$ cat src/rtl/sum_acc_pkg.sv
// sum_accumulator shared types and constants.
// FSM state encoding and counter limit helper.
package sum_acc_pkg;

    typedef enum logic [1:0] {
        IDLE = 2'd0,
        ACC  = 2'd1,
        HOLD = 2'd2
    } state_t;

    localparam int WIDTH_DEF = 32;
    localparam int CNT_W_DEF = 8;

    function automatic int unsigned cnt_max(input int unsigned w);
        return (32'd1 << w) - 32'd1;
    endfunction

endpackage

$ cat src/rtl/sum_accumulator_if.sv
// Input beat stream and held result handshake.
// slave is the accumulator side, master the producer/consumer side.
interface sum_accumulator_if #(
    parameter int WIDTH = 32,
    parameter int CNT_W = 8
);

    logic             in_valid;
    logic             in_ready;
    logic [WIDTH-1:0] in_data;
    logic             in_last;
    logic             out_valid;
    logic             out_ready;
    logic [WIDTH-1:0] out_sum;
    logic [CNT_W-1:0] out_count;
    logic             out_ovf;

    modport slave (
        input  in_valid,
        input  in_data,
        input  in_last,
        input  out_ready,
        output in_ready,
        output out_valid,
        output out_sum,
        output out_count,
        output out_ovf
    );

    modport master (
        output in_valid,
        output in_data,
        output in_last,
        output out_ready,
        input  in_ready,
        input  out_valid,
        input  out_sum,
        input  out_count,
        input  out_ovf
    );

endinterface

$ cat src/rtl/sum_accumulator_add32_co.sv
// Combinational WIDTH-bit adder with carry-in and carry-out.
// Plain ripple form; synthesis picks the carry structure.
module add32_co #(
    parameter int WIDTH = 32
) (
    input  logic [WIDTH-1:0] a,
    input  logic [WIDTH-1:0] b,
    input  logic             cin,
    output logic [WIDTH-1:0] sum,
    output logic             cout
);

    logic [WIDTH:0] full;

    assign full = {1'b0, a} + {1'b0, b} + {{WIDTH{1'b0}}, cin};
    assign sum  = full[WIDTH-1:0];
    assign cout = full[WIDTH];

endmodule

$ cat src/rtl/sum_accumulator.sv
// Packet accumulator: sums a beat stream and holds total,
// saturating beat count and sticky carry until consumed.
module sum_accumulator
    import sum_acc_pkg::*;
#(
    parameter int WIDTH = WIDTH_DEF,
    parameter int CNT_W = CNT_W_DEF
) (
    input  logic              clk,
    input  logic              rst_n,
    sum_accumulator_if.slave  bus
);

    localparam logic [CNT_W-1:0] CNT_MAX = CNT_W'(cnt_max(CNT_W));

    state_t           state_q;
    state_t           state_d;
    logic [WIDTH-1:0] acc_q;
    logic [WIDTH-1:0] acc_d;
    logic [CNT_W-1:0] cnt_q;
    logic [CNT_W-1:0] cnt_d;
    logic             ovf_q;
    logic             ovf_d;

    logic             accept;
    logic [WIDTH-1:0] add_sum;
    logic             add_co;

    add32_co #(
        .WIDTH (WIDTH)
    ) u_add (
        .a    (acc_q),
        .b    (bus.in_data),
        .cin  (1'b0),
        .sum  (add_sum),
        .cout (add_co)
    );

    assign bus.in_ready  = (state_q != HOLD);
    assign accept        = bus.in_valid && bus.in_ready;

    assign bus.out_valid = (state_q == HOLD);
    assign bus.out_sum   = acc_q;
    assign bus.out_count = cnt_q;
    assign bus.out_ovf   = ovf_q;

    always_ff @(posedge clk or negedge rst_n) begin
        if (!rst_n) begin
            state_q <= IDLE;
            acc_q   <= '0;
            cnt_q   <= '0;
            ovf_q   <= 1'b0;
        end else begin
            state_q <= state_d;
            acc_q   <= acc_d;
            cnt_q   <= cnt_d;
            ovf_q   <= ovf_d;
        end
    end

    always_comb begin
        state_d = state_q;
        acc_d   = acc_q;
        cnt_d   = cnt_q;
        ovf_d   = ovf_q;
        unique case (1'b1)
            (state_q == IDLE): begin
                // first beat loads directly, bypassing the adder
                if (accept) begin
                    acc_d   = bus.in_data;
                    cnt_d   = CNT_W'(1);
                    ovf_d   = 1'b0;
                    state_d = bus.in_last ? HOLD : ACC;
                end
            end
            (state_q == ACC): begin
                if (accept) begin
                    acc_d   = add_sum;
                    ovf_d   = ovf_q | add_co;
                    if (cnt_q != CNT_MAX) begin
                        cnt_d = cnt_q + CNT_W'(1);
                    end
                    state_d = bus.in_last ? HOLD : ACC;
                end
            end
            (state_q == HOLD): begin
                if (bus.out_ready) begin
                    state_d = IDLE;
                end
            end
            default: begin
                state_d = IDLE;
            end
        endcase
    end

endmodule

$ cat src/flat_wrapper.sv
// flat-port wrapper written by rule: the top's interface ports become plain ports
module sum_accumulator_flat import sum_acc_pkg::*;
#(
    parameter int WIDTH = WIDTH_DEF,
    parameter int CNT_W = CNT_W_DEF
)
  (clk, rst_n, bus_in_valid, bus_in_data, bus_in_last, bus_out_ready, bus_in_ready, bus_out_valid, bus_out_sum, bus_out_count, bus_out_ovf);
  sum_accumulator_if #(.WIDTH(WIDTH), .CNT_W(CNT_W)) bus_i ();
  input  logic clk;
  input  logic rst_n;
  input wire logic [$bits(bus_i.in_valid)-1:0] bus_in_valid;
  input wire logic [$bits(bus_i.in_data)-1:0] bus_in_data;
  input wire logic [$bits(bus_i.in_last)-1:0] bus_in_last;
  input wire logic [$bits(bus_i.out_ready)-1:0] bus_out_ready;
  output wire logic [$bits(bus_i.in_ready)-1:0] bus_in_ready;
  output wire logic [$bits(bus_i.out_valid)-1:0] bus_out_valid;
  output wire logic [$bits(bus_i.out_sum)-1:0] bus_out_sum;
  output wire logic [$bits(bus_i.out_count)-1:0] bus_out_count;
  output wire logic [$bits(bus_i.out_ovf)-1:0] bus_out_ovf;
  assign bus_i.in_valid = bus_in_valid;
  assign bus_i.in_data = bus_in_data;
  assign bus_i.in_last = bus_in_last;
  assign bus_i.out_ready = bus_out_ready;
  assign bus_in_ready = bus_i.in_ready;
  assign bus_out_valid = bus_i.out_valid;
  assign bus_out_sum = bus_i.out_sum;
  assign bus_out_count = bus_i.out_count;
  assign bus_out_ovf = bus_i.out_ovf;
  sum_accumulator #(.WIDTH(WIDTH), .CNT_W(CNT_W)) u_core (.clk(clk), .rst_n(rst_n), .bus(bus_i));
endmodule
$ cat config.mk
export PLATFORM = sky130hd
export DESIGN_NAME = sum_accumulator_flat
export DESIGN_NICKNAME = d
export VERILOG_FILES = /design/src/rtl/sum_acc_pkg.sv /design/src/rtl/sum_accumulator_if.sv /design/src/rtl/sum_accumulator_add32_co.sv /design/src/rtl/sum_accumulator.sv /design/src/flat_wrapper.sv
export SDC_FILE = /design/constraint.sdc
export NUM_CORES = 1
export LEC_CHECK = 0
export BUFFER_PORTS_ARGS = -buffer_cell sky130_fd_sc_hd__clkbuf_2
export CAP_MARGIN = 30
export CORE_MARGIN = 2
export CORE_UTILIZATION = 48
export DETAILED_ROUTE_END_ITERATION = 16
export PLACE_DENSITY = 0.72
export SLEW_MARGIN = 20
export SYNTH_ARGS = -nofsm -noshare
export SYNTH_HDL_FRONTEND = slang
export SYNTH_SLANG_ARGS = --single-unit
$ cat constraint.sdc
create_clock -name clk -period 4.1 [get_ports clk]
set_input_delay 0.205 -clock clk [delete_from_list [all_inputs] [get_ports clk]]
set_output_delay 0.205 -clock clk [all_outputs]
set_load 0.01 [all_outputs]
==> flow_summary.ini, run 1 <==
[placement]
finalWeightedCongestion = 0.9112
pre_cts_slack_ns = 1.313
port_buffers = 79
hpwl_mm = 6.766
placed_area_sq_mm = 0.004123
numPlacedInstances = 592

[sta]
setup_slack_ns = 1.306
rsz0062_at_grt = false
slew_headroom_pct = 40.85
fin_crit_sh_pct = 68.14
fin_crit_ns = 2.794
slew_viol_final = 0
setup_violations = 0
holdWs_ns = -0.02464
finalHoldViolCount = 25
max_freq_mhz = 358.0
worst_pin_slew_ns = 0.8854
skew_ns = 0.008499
fin_tns_setup_ns = 0

[run_status]
status = finished with violations
violations = hold timing

[clock_network]
cts_sinks = 43
tritoncts = done
cts.path.max_buffers = 2
numCtsBuffers = 5
cts_max_level = 2
post_cts_resized = 0
clk_transition_reported_paths_ns = 0.09
ctsHoldBuffers = 0
cts_root_buf = clkbuf_8
cts_setup_buffers = 0
insertion_delay_ns = 0.29

[worst_setup_path]
r2r-end = u_core.bus.out_sum[30]$_DFFE_PN0P_
endpoint_kind = flip-flop
cp.required_ns = 4.29
r2r_slack_ns = 1.31
r2r_start = u_core.bus.out_sum[0]$_DFFE_PN0P_
reg2reg_depth = 11
crit_type = reg -> reg
crit_fanout = 5
crit_arrival_ns = 2.98
start_kind = flip-flop

[layout]
nNetsFinal = 568
diodes = 0
fin_util_pct = 55.59
stdcell_count = 599
synthToLayoutAreaGrowth_pct = 13.96
fin_area_sq_mm = 0.004229
drive_gt1_share_pct = 22.54

[detailed_routing]
vias = 3436
remaining_drc_errors = 0
drt_pre_antenna_iters = 4
drt.antenna.violating_nets = 0
drtIter0Drc = 175
viasPerCell = 5.736
wirelength_mm = 8.843
wire_per_inst_microns = 14.76

[power]
p_total_mw = 2.542
ir_drop_mv = 0.2707
swShare_pct = 45.42
p_per_area_mw_per_mm2 = 601.0
internal_power_mw = 1.387
seq_power_share_pct = 25.9
p_comb_share_pct = 61.2
p_leak_nw = 2.079
power_switching_mw = 1.154
clock_power_share_pct = 13.0

[logic_synthesis]
synthCells = 428
synth_top_area_cell = dfrtp_1
avgSynthCellArea_sq_um = 8.671
synth.distinct_cells = 61
ys_ff_latch = 43
synthTopCellsByArea = dfrtp_1 (29%), ha_1 (11%), nand2_1 (5.5%)
ys.flop_type = dfrtp_1
synth_edf_count = 0
synth_area_sq_mm = 0.003711
yosysTopAreaCellShare_pct = 29.00
ys_seq_area_share_pct = 29.00
yosysWarnings = 0
synthArstFlopShare_pct = 100.0
synth_nets = 499

[worst_hold_path]
min_path_type = in -> async

[global_route]
grt_max_degree = 60
grt_antenna_before_repair = 0
track_usage_pct = 21.69
grt_pass1_vias = 3374
grt_pass1_wl_mm = 15.15
grt-ovfl-total = 0

[die]
fp-row-count = 32
die_h_microns = 91.93
core_sq_mm = 0.007607
start_util_pct = 48.78
die_w_microns = 91.93
io_pins = 80
die-area_sq_mm = 0.008451

[flow_run]
drv_cap = 0
-- logic make-up (layout without fill, tap and decap cells) --
group	after synthesis	after routing	share of synthesized area [%]
simple gates	131	131	17.26
buf+inv	31	100	4.788
compound gates	142	142	25.72
flops	43	43	29.00
mux	14	14	3.776
xor+xnor	33	33	7.788
fa+ha+maj	34	34	11.67
-- routing by layer --
metal  part of all wire, %  vias to the layer above  routed length, microns  GRT usage [%]
met2                    48                       97                    4218          37.56
met5                     0                        -                       0              0
met3                   4.2                       13                     371          2.465
met4                   1.4                        0                     122          5.473
met1                    47                     1626                    4131          28.91
li1                      -                     1700                       -              -
-- layout by cell type (no fill, tap or decap), types with 3 or more instances in the layout --
cell type  Yosys  layout
o22ai_1        9       9
ha_1          33      33
a21o_1        16      16
o21ai_2        4       4
o211ai_1       3       3
a31oi_1        4       4
nand2b_1       5       4
nand2_1       54      54
nand4_1        7       7
clkbuf_2       0      79
xnor2_1       11      11
dfrtp_1       43      43
and3_1         7       7
clkbuf_8       2       5
nand3_1       15      15
a21oi_1       35      35
o21ai_0       35      35
nor2_1        17      17
mux2i_1       14      14
nor2b_1        5       5
o21ai_1        8       8
or3_1          5       5
nor3b_1        4       4
a21oi_2        5       5
buf_4          1       3
inv_1         11      11
xor2_1        22      22
-- registers in the layout, indices dropped and copies added (netlist names) --
| signal | count |
|---|---|
| u_core.bus.out_ovf | 1 |
| u_core.bus.out_count | 8 |
| u_core.bus.out_sum | 32 |
| u_core.state_q | 2 |
-- layout make-up --
class | instances | area (sq um)
flip-flops and latches | 43 | 1076
clock buffers | 5 | 68.82
clock inverters | 2 | 37.54
fillers | 722 | 3378
inverters | 11 | 41.29
multi-input cells | 354 | 2460
well taps | 102 | 127.6
repair buffers | 82 | 417.9
-- worst max-delay path by stage --
| stage | to | slack [ns] | cells after the start | from |
|---|---|---|---|---|
| after floorplan | u_core.bus.out_sum[30]$_DFFE_PN0P_ | 1.46 | 11 | u_core.bus.out_sum[0]$_DFFE_PN0P_ |
| after global placement | u_core.bus.out_sum[30]$_DFFE_PN0P_ | 1.38 | 11 | u_core.bus.out_sum[0]$_DFFE_PN0P_ |
| after detailed placement | u_core.bus.out_sum[30]$_DFFE_PN0P_ | 1.31 | 11 | u_core.bus.out_sum[0]$_DFFE_PN0P_ |
| after CTS | u_core.bus.out_sum[30]$_DFFE_PN0P_ | 1.29 | 11 | u_core.bus.out_sum[0]$_DFFE_PN0P_ |
| after global routing | u_core.bus.out_sum[30]$_DFFE_PN0P_ | 1.17 | 11 | u_core.bus.out_sum[0]$_DFFE_PN0P_ |
| final | u_core.bus.out_sum[30]$_DFFE_PN0P_ | 1.31 | 11 | u_core.bus.out_sum[0]$_DFFE_PN0P_ |
-- Yosys cell counts (2+ instances only) --
master / n
nand2_1: 54
dfrtp_1: 43
a21oi_1: 35
o21ai_0: 35
ha_1: 33
xor2_1: 22
nor2_1: 17
a21o_1: 16
nand3_1: 15
mux2i_1: 14
inv_1: 11
xnor2_1: 11
clkbuf_1: 10
o22ai_1: 9
o21ai_1: 8
and3_1: 7
nand4_1: 7
a21oi_2: 5
nand2b_1: 5
nor2b_1: 5
or3_1: 5
a31oi_1: 4
nor3b_1: 4
o21ai_2: 4
buf_6: 3
o211ai_1: 3
a211o_1: 2
a31oi_2: 2
and2_1: 2
and4_1: 2
clkbuf_8: 2
nor4_1: 2
o21a_1: 2
o31ai_4: 2
-- worst max-delay path: stages (launching register included) --
cell,delay [ns]
dfrtp_1,0.40
ha_1,0.23
fa_1,0.40
a21oi_1,0.21
o22ai_1,0.15
o2111ai_2,0.22
nand3_2,0.15
a31oi_4,0.24
o21ai_2,0.14
a31oi_2,0.19
mux2i_1,0.09
a211o_1,0.26
-- power groups by stage --
stage               combinational, mW  sequential [mW]  clock [mW]
finish                           1.55            0.658       0.330
global route                     1.73            0.677       0.358
CTS                              1.55            0.659       0.342
detailed placement               1.54            0.667           0
global placement                 1.52            0.660           0
floorplan                        1.14            0.705           0
Note: power is estimated with default switching activity, not from simulation.
==> inputs of run 2 (changes only) <==
--- a/config.mk
+++ b/config.mk
@@ -10,7 +10,7 @@
 export CORE_MARGIN = 2
 export CORE_UTILIZATION = 48
 export DETAILED_ROUTE_END_ITERATION = 16
-export PLACE_DENSITY = 0.72
+export PLACE_DENSITY = 0.75
 export SLEW_MARGIN = 20
 export SYNTH_ARGS = -nofsm -noshare
 export SYNTH_HDL_FRONTEND = slang
==> constraint.sdc (replaced) <==
create_clock -name clk -period 2.5 [get_ports clk]
set_input_delay 0.125 -clock clk [delete_from_list [all_inputs] [get_ports clk]]
set_output_delay 0.125 -clock clk [all_outputs]
set_load 0.01 [all_outputs]
==> run 2 against run 1 <==
  * The flow finishes with violations (setup timing)
  * Global-route usage up 1.1 points
  * Die area unchanged
  * Combinational power grew 100%
  * Register-to-register slack lost 1.4 ns
  * Clock power is 76% higher
  * First-iteration DRC count shrank 11%
  * Count of clock-buffer cells in the layout unchanged
  * Via count increased by 5.2%
  * Final cell count grew 7.5%
  * Cell area is 12% higher
  * Critical path type unchanged
==> flow_summary.ini, run 2 (synthesized netlist as in run 1, its figures left out) <==
[layout]
largest_reg_flops = 32
drive_gt1_share_pct = 31.18
multi_input_area_sq_mm = 0.002601
fin_area_sq_mm = 0.004718
nNetsFinal = 612
synthToLayoutAreaGrowth_pct = 27.14
fillerInstances = 684
stdcell_count = 644
layout_commonest_cell = clkbuf_2
diodes = 0
ff_latch_area_sq_mm = 0.001076
final_cell_mix = clkbuf_2 (79), nand2_1 (54), buf_4 (44)

[worst_setup_path]
crit_arrival_ns = 2.79
max_stage_delay_ns = 0.41
start_kind = flip-flop
crit_type = reg -> reg
r2r-end = u_core.bus.out_sum[30]$_DFFE_PN0P_
r2r_slack_ns = -0.1
path_cells = ha_2, fa_2, a21oi_2, o22ai_2, o2111ai_2, nand3_2, a31oi_4, buf_4, o21ai_4, a31oi_2, mux2i_1, a211o_1
crit_fanout = 5
critPathTopFamily = compound AO/OA/AOI/OAI gates
endpoint_kind = flip-flop
startpoint = u_core.bus.out_sum[0]$_DFFE_PN0P_
cp_num_cells = 12
reg2reg_depth = 12
critPathBufInv = 1
cp.required_ns = 2.70
critPathSlowestCell = dfrtp_1
endpoint = u_core.bus.out_sum[30]$_DFFE_PN0P_
r2r_start = u_core.bus.out_sum[0]$_DFFE_PN0P_

[global_route]
gr-usage-met3_pct = 3.287
grt-ovfl-total = 0
grt_max_degree = 44
grt_pass1_vias = 3503
busiest_layer = met2
grtUsageMet2_pct = 40.75
use_met1_pct = 28.50
track_usage_pct = 22.84
grt_antenna_before_repair = 0
grt_pass1_wl_mm = 15.88

[detailed_routing]
remaining_drc_errors = 0
viasPerCell = 5.610
drt.antenna.violating_nets = 0
drtIter0Drc = 156
drt_pre_antenna_iters = 5
vias = 3613
wirelength_mm = 9.793
wire_per_inst_microns = 15.21

[clock_network]
cts_root_buf = clkbuf_8
insertion_delay_ns = 0.31
tritoncts = done
clk_transition_reported_paths_ns = 0.09
numCtsBuffers = 5
cts_sinks = 43
cts.path.max_buffers = 2
cts_max_level = 2

[die]
io_pins = 80
die_h_microns = 91.93
start_util_pct = 48.78
core_sq_mm = 0.007607
fp-row-count = 32
die-area_sq_mm = 0.008451
die_w_microns = 91.93

[sta]
setup_slack_ns = -0.09638
rsz0062_at_grt = true
skew_ns = 0.004418
finalHoldViolCount = 0
worst_pin_slew_ns = 0.7327
setup_violations = 7
max_freq_mhz = 385.2
slew_headroom_pct = 51.05
slew_viol_final = 0
fin_crit_sh_pct = 103.9
fin_crit_ns = 2.596

[placement]
finalWeightedCongestion = 0.9057
hpwl_mm = 7.208
placed_area_sq_mm = 0.004379
port_buffers = 79
numPlacedInstances = 624

[power]
p_per_area_mw_per_mm2 = 1016
p_leak_nw = 2.297
ir_drop_mv = 0.5862
p_total_mw = 4.792

[worst_hold_path]
hold_path_depth = 2
min_path_type = in -> reg

[run_status]
violations = setup timing
status = finished with violations

[flow_run]
drv_cap = 0
[run 2: worst min path at each step]
stage	start	endpoint	slack, ns
after CTS	bus_in_valid	u_core.state_q[0]$_DFFE_PN0P_	0.04
after detailed placement	rst_n	u_core.bus.out_count[3]$_DFFE_PN0P_	0.25
final	bus_in_valid	u_core.state_q[0]$_DFFE_PN0P_	0.05
after floorplan	rst_n	u_core.bus.out_count[0]$_DFFE_PN0P_	-0.17
after global routing	bus_in_valid	u_core.state_q[0]$_DFFE_PN0P_	0.04
after global placement	rst_n	u_core.bus.out_count[3]$_DFFE_PN0P_	0.24
[run 2: where the power goes]
group	internal [mW]	leakage [nW]	total, mW	switching, mW
Clock	0.303	0.0587	0.582	0.278
Combinational	1.46	1.71	3.12	1.66
Sequential	0.894	0.529	1.09	0.200
[run 2: stage by stage]
stage	utilization [%]	setup slack [ns]	hold slack [ns]	TNS, ns
global route	62.02	-0.2184	0.04415	-1.655
CTS	60.41	-0.02280	0.04446	-0.05035
global placement	57.57	-0.02128	0.2440	-0.02128
floorplan	-	0.006900	-0.1706	0
finish	62.02	-0.09638	0.04960	-0.4233
detailed placement	57.57	-0.07439	0.2457	-0.2916
[run 2: layer usage]
metal  share of wire, %  vias to the layer above  wire, microns
met5                  0                        -              0
met4                2.2                        0            213
met3                6.0                       25            592
met2                 51                      135           4966
met1                 41                     1665           4021
li1                   -                     1788              -
[run 2: cell type report]
type	instances	area share, %
repair buffers	126	16.02
clock buffers	5	1.458
flip-flops and latches	43	22.81
multi-input cells	354	55.13
clock inverters	3	1.008
well taps	102	2.705
inverters	11	0.8751
[run 2: repair_timing]
| action | in CTS | in global routing |
|---|---|---|
| hold buffers | 3 | 0 |
| buffers inserted | 4 | 5 |
| hold endpoints to repair | 45 | 0 |
| pin swaps | 12 | 13 |
| resized for setup | 5 | 18 |
| endpoints found under the setup margin | 10 | 16 |
